<file path="config.mk">
export PLATFORM = sky130hd
export DESIGN_NAME = fetch_unit_flat
export DESIGN_NICKNAME = d
export VERILOG_FILES = /design/src/rtl/fetch_unit_if.sv /design/src/rtl/fetch_unit.sv /design/src/flat_wrapper.sv
export SDC_FILE = /design/constraint.sdc
export NUM_CORES = 1
export LEC_CHECK = 0
export ABC_AREA = 1
export ABC_CLOCK_PERIOD_IN_PS = 3120
export CORE_MARGIN = 2
export CORE_UTILIZATION = 40
export DETAILED_ROUTE_END_ITERATION = 8
export HOLD_SLACK_MARGIN = 0.06
export MAX_ROUTING_LAYER = met4
export PLACE_DENSITY_LB_ADDON = 0.15
export SETUP_SLACK_MARGIN = 0.15
export SLEW_MARGIN = 0
export SYNTH_ARGS = -nofsm -noshare
export SYNTH_HDL_FRONTEND = slang
export SYNTH_SLANG_ARGS = --single-unit
</file>
<file path="constraint.sdc">
create_clock -name clk -period 3.12 [get_ports clk]
set_clock_uncertainty 0.05 [all_clocks]
set_input_delay 0.468 -clock clk [delete_from_list [all_inputs] [get_ports clk]]
set_output_delay 0.468 -clock clk [all_outputs]
set_load 0.005 [all_outputs]
</file>
<file path="src/rtl/fetch_unit_if.sv">
// Fetch bus: instruction memory address/data plus the decode valid/ready hold register.
// master = fetch_unit side; slave = memory/decode side.
interface fetch_unit_if;
  logic [31:0] address_out;
  logic [31:0] instruction_in;
  logic [31:0] instr_out;
  logic [31:0] pc_out;
  logic        valid_out;
  logic        ready_in;

  modport master (
    output address_out,
    output instr_out,
    output pc_out,
    output valid_out,
    input  instruction_in,
    input  ready_in
  );

  modport slave (
    input  address_out,
    input  instr_out,
    input  pc_out,
    input  valid_out,
    output instruction_in,
    output ready_in
  );
endinterface

</file>
<file path="src/rtl/fetch_unit.sv">
// Instruction fetch: holds PC for WAIT_CYCLES edges, captures the memory word, hands it to decode.
// Ports: clk, reset_n, enable_in, redirect_in/redirect_addr_in, bus (fetch_unit_if.master), fault_out/fault_addr_out.
module fetch_unit #(
  parameter logic [31:0] RESET_PC    = 32'h0040_0000,
  parameter logic [31:0] TEXT_BASE   = 32'h0040_0000,
  parameter logic [31:0] TEXT_LIMIT  = 32'h0040_007C,
  parameter int unsigned WAIT_CYCLES = 3
) (
  input  logic          clk,
  input  logic          reset_n,
  input  logic          enable_in,
  input  logic          redirect_in,
  input  logic [31:0]   redirect_addr_in,
  fetch_unit_if.master  bus,
  output logic          fault_out,
  output logic [31:0]   fault_addr_out
);

  localparam int CW = (WAIT_CYCLES > 1) ? $clog2(WAIT_CYCLES) : 1;
  localparam logic [CW-1:0] LAST = CW'(WAIT_CYCLES - 1);

  typedef enum logic [1:0] {IDLE, WAIT, FAULT} state_t;

  state_t        state;
  logic [CW-1:0] count;
  logic [31:0]   next_addr;
  logic          xfer;
  logic          out_free;
  logic          addr_ok;
  logic          next_ok;
  logic          redir_ok;

  function automatic logic legal(input logic [31:0] a);
    return (a >= TEXT_BASE) && (a <= TEXT_LIMIT) && (a[1:0] == 2'b00);
  endfunction

  // PC+4 wraps naturally; a wrapped value falls outside the segment.
  assign next_addr = bus.address_out + 32'd4;
  assign xfer      = bus.valid_out & bus.ready_in;
  assign out_free  = ~bus.valid_out | bus.ready_in;
  assign addr_ok   = legal(bus.address_out);
  assign next_ok   = legal(next_addr);
  assign redir_ok  = legal(redirect_addr_in);

  always_ff @(posedge clk or negedge reset_n) begin
    if (!reset_n) begin
      bus.address_out <= RESET_PC;
      bus.instr_out   <= '0;
      bus.pc_out      <= '0;
      bus.valid_out   <= 1'b0;
      fault_out       <= 1'b0;
      fault_addr_out  <= '0;
      count           <= '0;
      state           <= IDLE;
    end else if (redirect_in) begin
      // A transfer on this edge still completes; only later data is flushed.
      bus.address_out <= redirect_addr_in;
      bus.valid_out   <= 1'b0;
      count           <= '0;
      if (redir_ok) begin
        fault_out      <= 1'b0;
        fault_addr_out <= '0;
        state          <= enable_in ? WAIT : IDLE;
      end else begin
        fault_out      <= 1'b1;
        fault_addr_out <= redirect_addr_in;
        state          <= FAULT;
      end
    end else begin
      if (xfer) bus.valid_out <= 1'b0;
      unique case (state)
        IDLE: begin
          if (enable_in) begin
            if (addr_ok) begin
              state <= WAIT;
              count <= '0;
            end else begin
              state          <= FAULT;
              fault_out      <= 1'b1;
              fault_addr_out <= bus.address_out;
            end
          end
        end
        WAIT: begin
          if (enable_in) begin
            if (count != LAST) begin
              count <= count + CW'(1);
            end else if (out_free) begin
              // Capture overrides the transfer clear above.
              bus.instr_out   <= bus.instruction_in;
              bus.pc_out      <= bus.address_out;
              bus.valid_out   <= 1'b1;
              bus.address_out <= next_addr;
              count           <= '0;
              if (!next_ok) begin
                state          <= FAULT;
                fault_out      <= 1'b1;
                fault_addr_out <= next_addr;
              end
            end
          end
        end
        FAULT: begin
        end
        default: state <= IDLE;
      endcase
    end
  end

endmodule

</file>
<file path="src/flat_wrapper.sv">
// flat-port wrapper written by rule: the top's interface ports become plain ports
module fetch_unit_flat 
#(
  parameter logic [31:0] RESET_PC    = 32'h0040_0000,
  parameter logic [31:0] TEXT_BASE   = 32'h0040_0000,
  parameter logic [31:0] TEXT_LIMIT  = 32'h0040_007C,
  parameter int unsigned WAIT_CYCLES = 3
)
  (clk, reset_n, enable_in, redirect_in, redirect_addr_in, fault_out, fault_addr_out, bus_address_out, bus_instr_out, bus_pc_out, bus_valid_out, bus_instruction_in, bus_ready_in);
  fetch_unit_if bus_i ();
  input  logic clk;
  input  logic reset_n;
  input  logic enable_in;
  input  logic redirect_in;
  input  logic [31:0] redirect_addr_in;
  output logic fault_out;
  output logic [31:0] fault_addr_out;
  output wire logic [$bits(bus_i.address_out)-1:0] bus_address_out;
  output wire logic [$bits(bus_i.instr_out)-1:0] bus_instr_out;
  output wire logic [$bits(bus_i.pc_out)-1:0] bus_pc_out;
  output wire logic [$bits(bus_i.valid_out)-1:0] bus_valid_out;
  input wire logic [$bits(bus_i.instruction_in)-1:0] bus_instruction_in;
  input wire logic [$bits(bus_i.ready_in)-1:0] bus_ready_in;
  assign bus_address_out = bus_i.address_out;
  assign bus_instr_out = bus_i.instr_out;
  assign bus_pc_out = bus_i.pc_out;
  assign bus_valid_out = bus_i.valid_out;
  assign bus_i.instruction_in = bus_instruction_in;
  assign bus_i.ready_in = bus_ready_in;
  fetch_unit #(.RESET_PC(RESET_PC), .TEXT_BASE(TEXT_BASE), .TEXT_LIMIT(TEXT_LIMIT), .WAIT_CYCLES(WAIT_CYCLES)) u_core (.clk(clk), .reset_n(reset_n), .enable_in(enable_in), .redirect_in(redirect_in), .redirect_addr_in(redirect_addr_in), .bus(bus_i), .fault_out(fault_out), .fault_addr_out(fault_addr_out));
endmodule
</file>
==> qor.csv <==
stage,metric,value,unit
worst_setup_path,Critical Path RT,3440,ps
timing,count of final hold-check violations,0,
power_and_ir_drop,total power,4.966,mW
min_path,Worst Hold Class,reg2reg,
clock_tree,H-tree depth,4,
die,total die area,18700,um^2
worst_setup_path,"Max FO, Critical Path",16,
clock_tree,Worst-Skew Late Latency,430,ps
placement,Routability Congestion,0.9824,
global_routing,vias in the first global route,7022,
yosys,post-synthesis sequential area ratio,0.4760,
final_layout,fraction of layout cells with a size suffix above 1,0.07149,
worst_setup_path,Setup CP Type,reg2reg,
yosys,Post-synth EDFFs,0,
yosys,Async SR Flop Fraction,1.000,
final_layout,most frequent cells in the layout,"nand2_1 (386), clkdlybuf4s50_1 (197), dfrtp_1 (133)",
clock_tree,CTS sink count,134,
global_routing,Total GRT Usage,0.2869,
outcome,status,finished clean,
run,Max Cap Violations,0,
yosys,synthesized area per cell,7.457,um^2
clock_tree,clk root buf,clkbuf_16,
die,starting density of the core,0.4088,
timing,Hold WS,419.4,ps
die,area of the core,17240,um^2
placement,DPL Wire Length,18.25,mm
worst_setup_path,r2r setup slk,290,ps
final_layout,Layout Nets,1219,
yosys,#FFs+latches synth,134,
route,via count,7331,
power_and_ir_drop,Leakage,4.644,nW
final_layout,"most common cell after layout, fill and taps aside",nand2_1,
timing,setup TNS,0,ps
worst_setup_path,Crit path largest cell delay,500,ps
die,Ports,199,
route,Pre-antenna DRT Iters,5,
global_routing,initial antenna violation count,0,
route,wire per inst,18.34,um
die,Chip Width,136.7,um
global_routing,largest net degree at the start of global routing,68,
placement,IO Port Bufs,198,
yosys,top_reg_cell synth,dfrtp_1,
worst_setup_path,WP buf/inv,1,
worst_setup_path,CP Data Arrival Time,3150,ps
global_routing,grt ovf,0,
clock_tree,CTS tree,built,
worst_setup_path,worst-path cell chain,nand2_1 -> nor2_1 -> inv_1 -> nor2_2 -> nand3_1 -> xor2_1 -> nand3_1 -> nor2_2 -> nand3_4 -> nand3_2 -> nand2_1 -> nand2_1,
yosys,Unique masters post-synth,34,
die,die height,136.7,um
final_layout,Sequential Area,3354,um^2
clock_tree,CTS Buffer Depth,2,
worst_setup_path,CP most frequent cell,nand2_1,
timing,Peak Freq,353.9,MHz
clock_tree,post-CTS setup buffers,0,
final_layout,area of the multi-input gates,3218,um^2
yosys,YS warnings,0,
power_and_ir_drop,VDD IR max,0.3951,mV
worst_setup_path,crit end category,flop,
timing,Slew HR,0.5339,
final_layout,Finished Layout Cells,1386,
clock_tree,"CTS clk-pin slew, worst paths",60,ps
worst_setup_path,"delay-heaviest family, CP",simple AND/OR/NAND/NOR gates,
timing,Setup WS post-layout,294.4,ps
timing,RSZ-0062 raised after global routing,yes,
route,DR DRC count,0,
worst_setup_path,CP startpoint kind,flop,
timing,setup violators final,0,
yosys,syn_nets,1016,
timing,Tcrit/Tclk final,0.9056,
timing,Least-Margin Pin Slew,698.1,ps
final_layout,# diodes,0,
placement,placed cells,1352,
yosys,synthesized area,7047,um^2
power_and_ir_drop,PD cells,498.0,nW/um^2
route,routed wire length,25.42,mm
yosys,cells after synthesis,945,
final_layout,# fillers,1611,
die,# rows,48,
route,post-route ant nets,0,
placement,setup slack at placement,313.9,ps
route,DRC marker count from the first detailed-route iteration,848,
clock_tree,cts repair resizes,0,
route,vias per std cell,5.289,
clock_tree,Num CTS Buffers,17,
global_routing,first-pass GRT wire length,39.08,mm
worst_setup_path,slowest CP cell,dfrtp_1,
final_layout,Area Growth Syn to Fin,41.49,%
timing,fin. max-slew vios,0,
timing,post-route minimum period,2826,ps
## through the flow
stage	util	instance area, um^2
after floorplan	-	7047
after global placement	0.5422	9346
after detailed placement	0.5422	9346
after CTS	0.5779	9961
after global routing	0.5785	9971
final	0.5785	9971
## registers in the layout (all words and copies together), names as in the netlist
name and cells:
u_core.state 2, u_core.bus.address_out 32, u_core.bus.valid_out 1, u_core.fault_out 1, u_core.count 2, u_core.bus.pc_out 32, u_core.bus.instr_out 32, u_core.fault_addr_out 32
## Yosys cell counts (all sizes together) (3+ instances only)
| cell type | n | share of area |
|---|---|---|
| nand2 | 389 | 0.21 |
| dfrtp | 133 | 0.47 |
| nor2 | 81 | 0.050 |
| inv | 74 | 0.039 |
| o21ai | 48 | 0.034 |
| nand4 | 42 | 0.037 |
| nand3 | 39 | 0.031 |
| clkbuf | 32 | 0.017 |
| o221ai | 26 | 0.032 |
| buf | 12 | 0.010 |
| o211ai | 12 | 0.013 |
| a21oi | 11 | 0.0078 |
| o22ai | 8 | 0.0071 |
| nor4 | 6 | 0.0053 |
| xor2 | 6 | 0.0075 |
| clkinv | 5 | 0.0027 |
| a31oi | 4 | 0.0036 |
| a221oi | 3 | 0.0037 |
| nor3 | 3 | 0.0021 |
## tightest hold or removal path, stage by stage (launching register included)
cell and delay, ps:
dfrtp_1 340, nand2_1 50, nand2_1 50
## metal layers
metal	track usage	vias up	part of all wire
li1	-	3501	-
met3	0.07630	48	0.10
met2	0.4181	400	0.44
met4	0.09780	0	0.026
met1	0.3872	3382	0.43
met5	-	-	0
## report_power, final
group / switching [mW] / internal [mW] / leakage, nW
Clock: 0.801 / 1.26 / 0.293
Sequential: 0.137 / 1.86 / 1.70
Combinational: 0.461 / 0.441 / 2.65
Total: 1.40 / 3.57 / 4.64
## timing repair
action | 4_1_cts | 5_1_grt
setup endpoints to repair | 0 | 14
hold buffers | 1 | 0
hold endpoints to repair | 65 | 0
## layout make-up
| type | instances | share of cell area |
|---|---|---|
| repair buffers | 227 | 0.2222 |
| clock inverters | 10 | 0.01205 |
| flip-flops and latches | 134 | 0.3364 |
| multi-input cells | 689 | 0.3228 |
| inverters | 79 | 0.02974 |
| clock buffers | 22 | 0.04856 |
| well taps | 225 | 0.02823 |
## cells by family (layout without fill, tap and decap cells)
| family | count (synthesis) | in the layout | share of synthesized area |
|---|---|---|---|
| and+or+nand+nor | 565 | 566 | 0.3390 |
| DFF | 134 | 134 | 0.4760 |
| buffers and inverters | 123 | 338 | 0.06943 |
| AOI/OAI and AO/OA | 115 | 115 | 0.1046 |
| xor gates and xnor gates | 6 | 6 | 0.007457 |
| adders and majority gates | 2 | 2 | 0.003551 |
## worst paths after layout
path | cells past startpoint | end | startpoint
max in group asynchronous | 3 | u_core.bus.instr_out[29] | reset_n
min in group asynchronous | 2 | u_core.fault_addr_out[12] | reset_n
min reg2reg | 2 | u_core.bus.instr_out[8] | u_core.bus.instr_out[8]
max | 12 | u_core.fault_addr_out[27] | u_core.bus.address_out[10]
min | 2 | u_core.bus.instr_out[8] | u_core.bus.instr_out[8]
max reg2reg | 12 | u_core.fault_addr_out[27] | u_core.bus.address_out[10]
No activity file was read; power rests on OpenSTA's default activity.
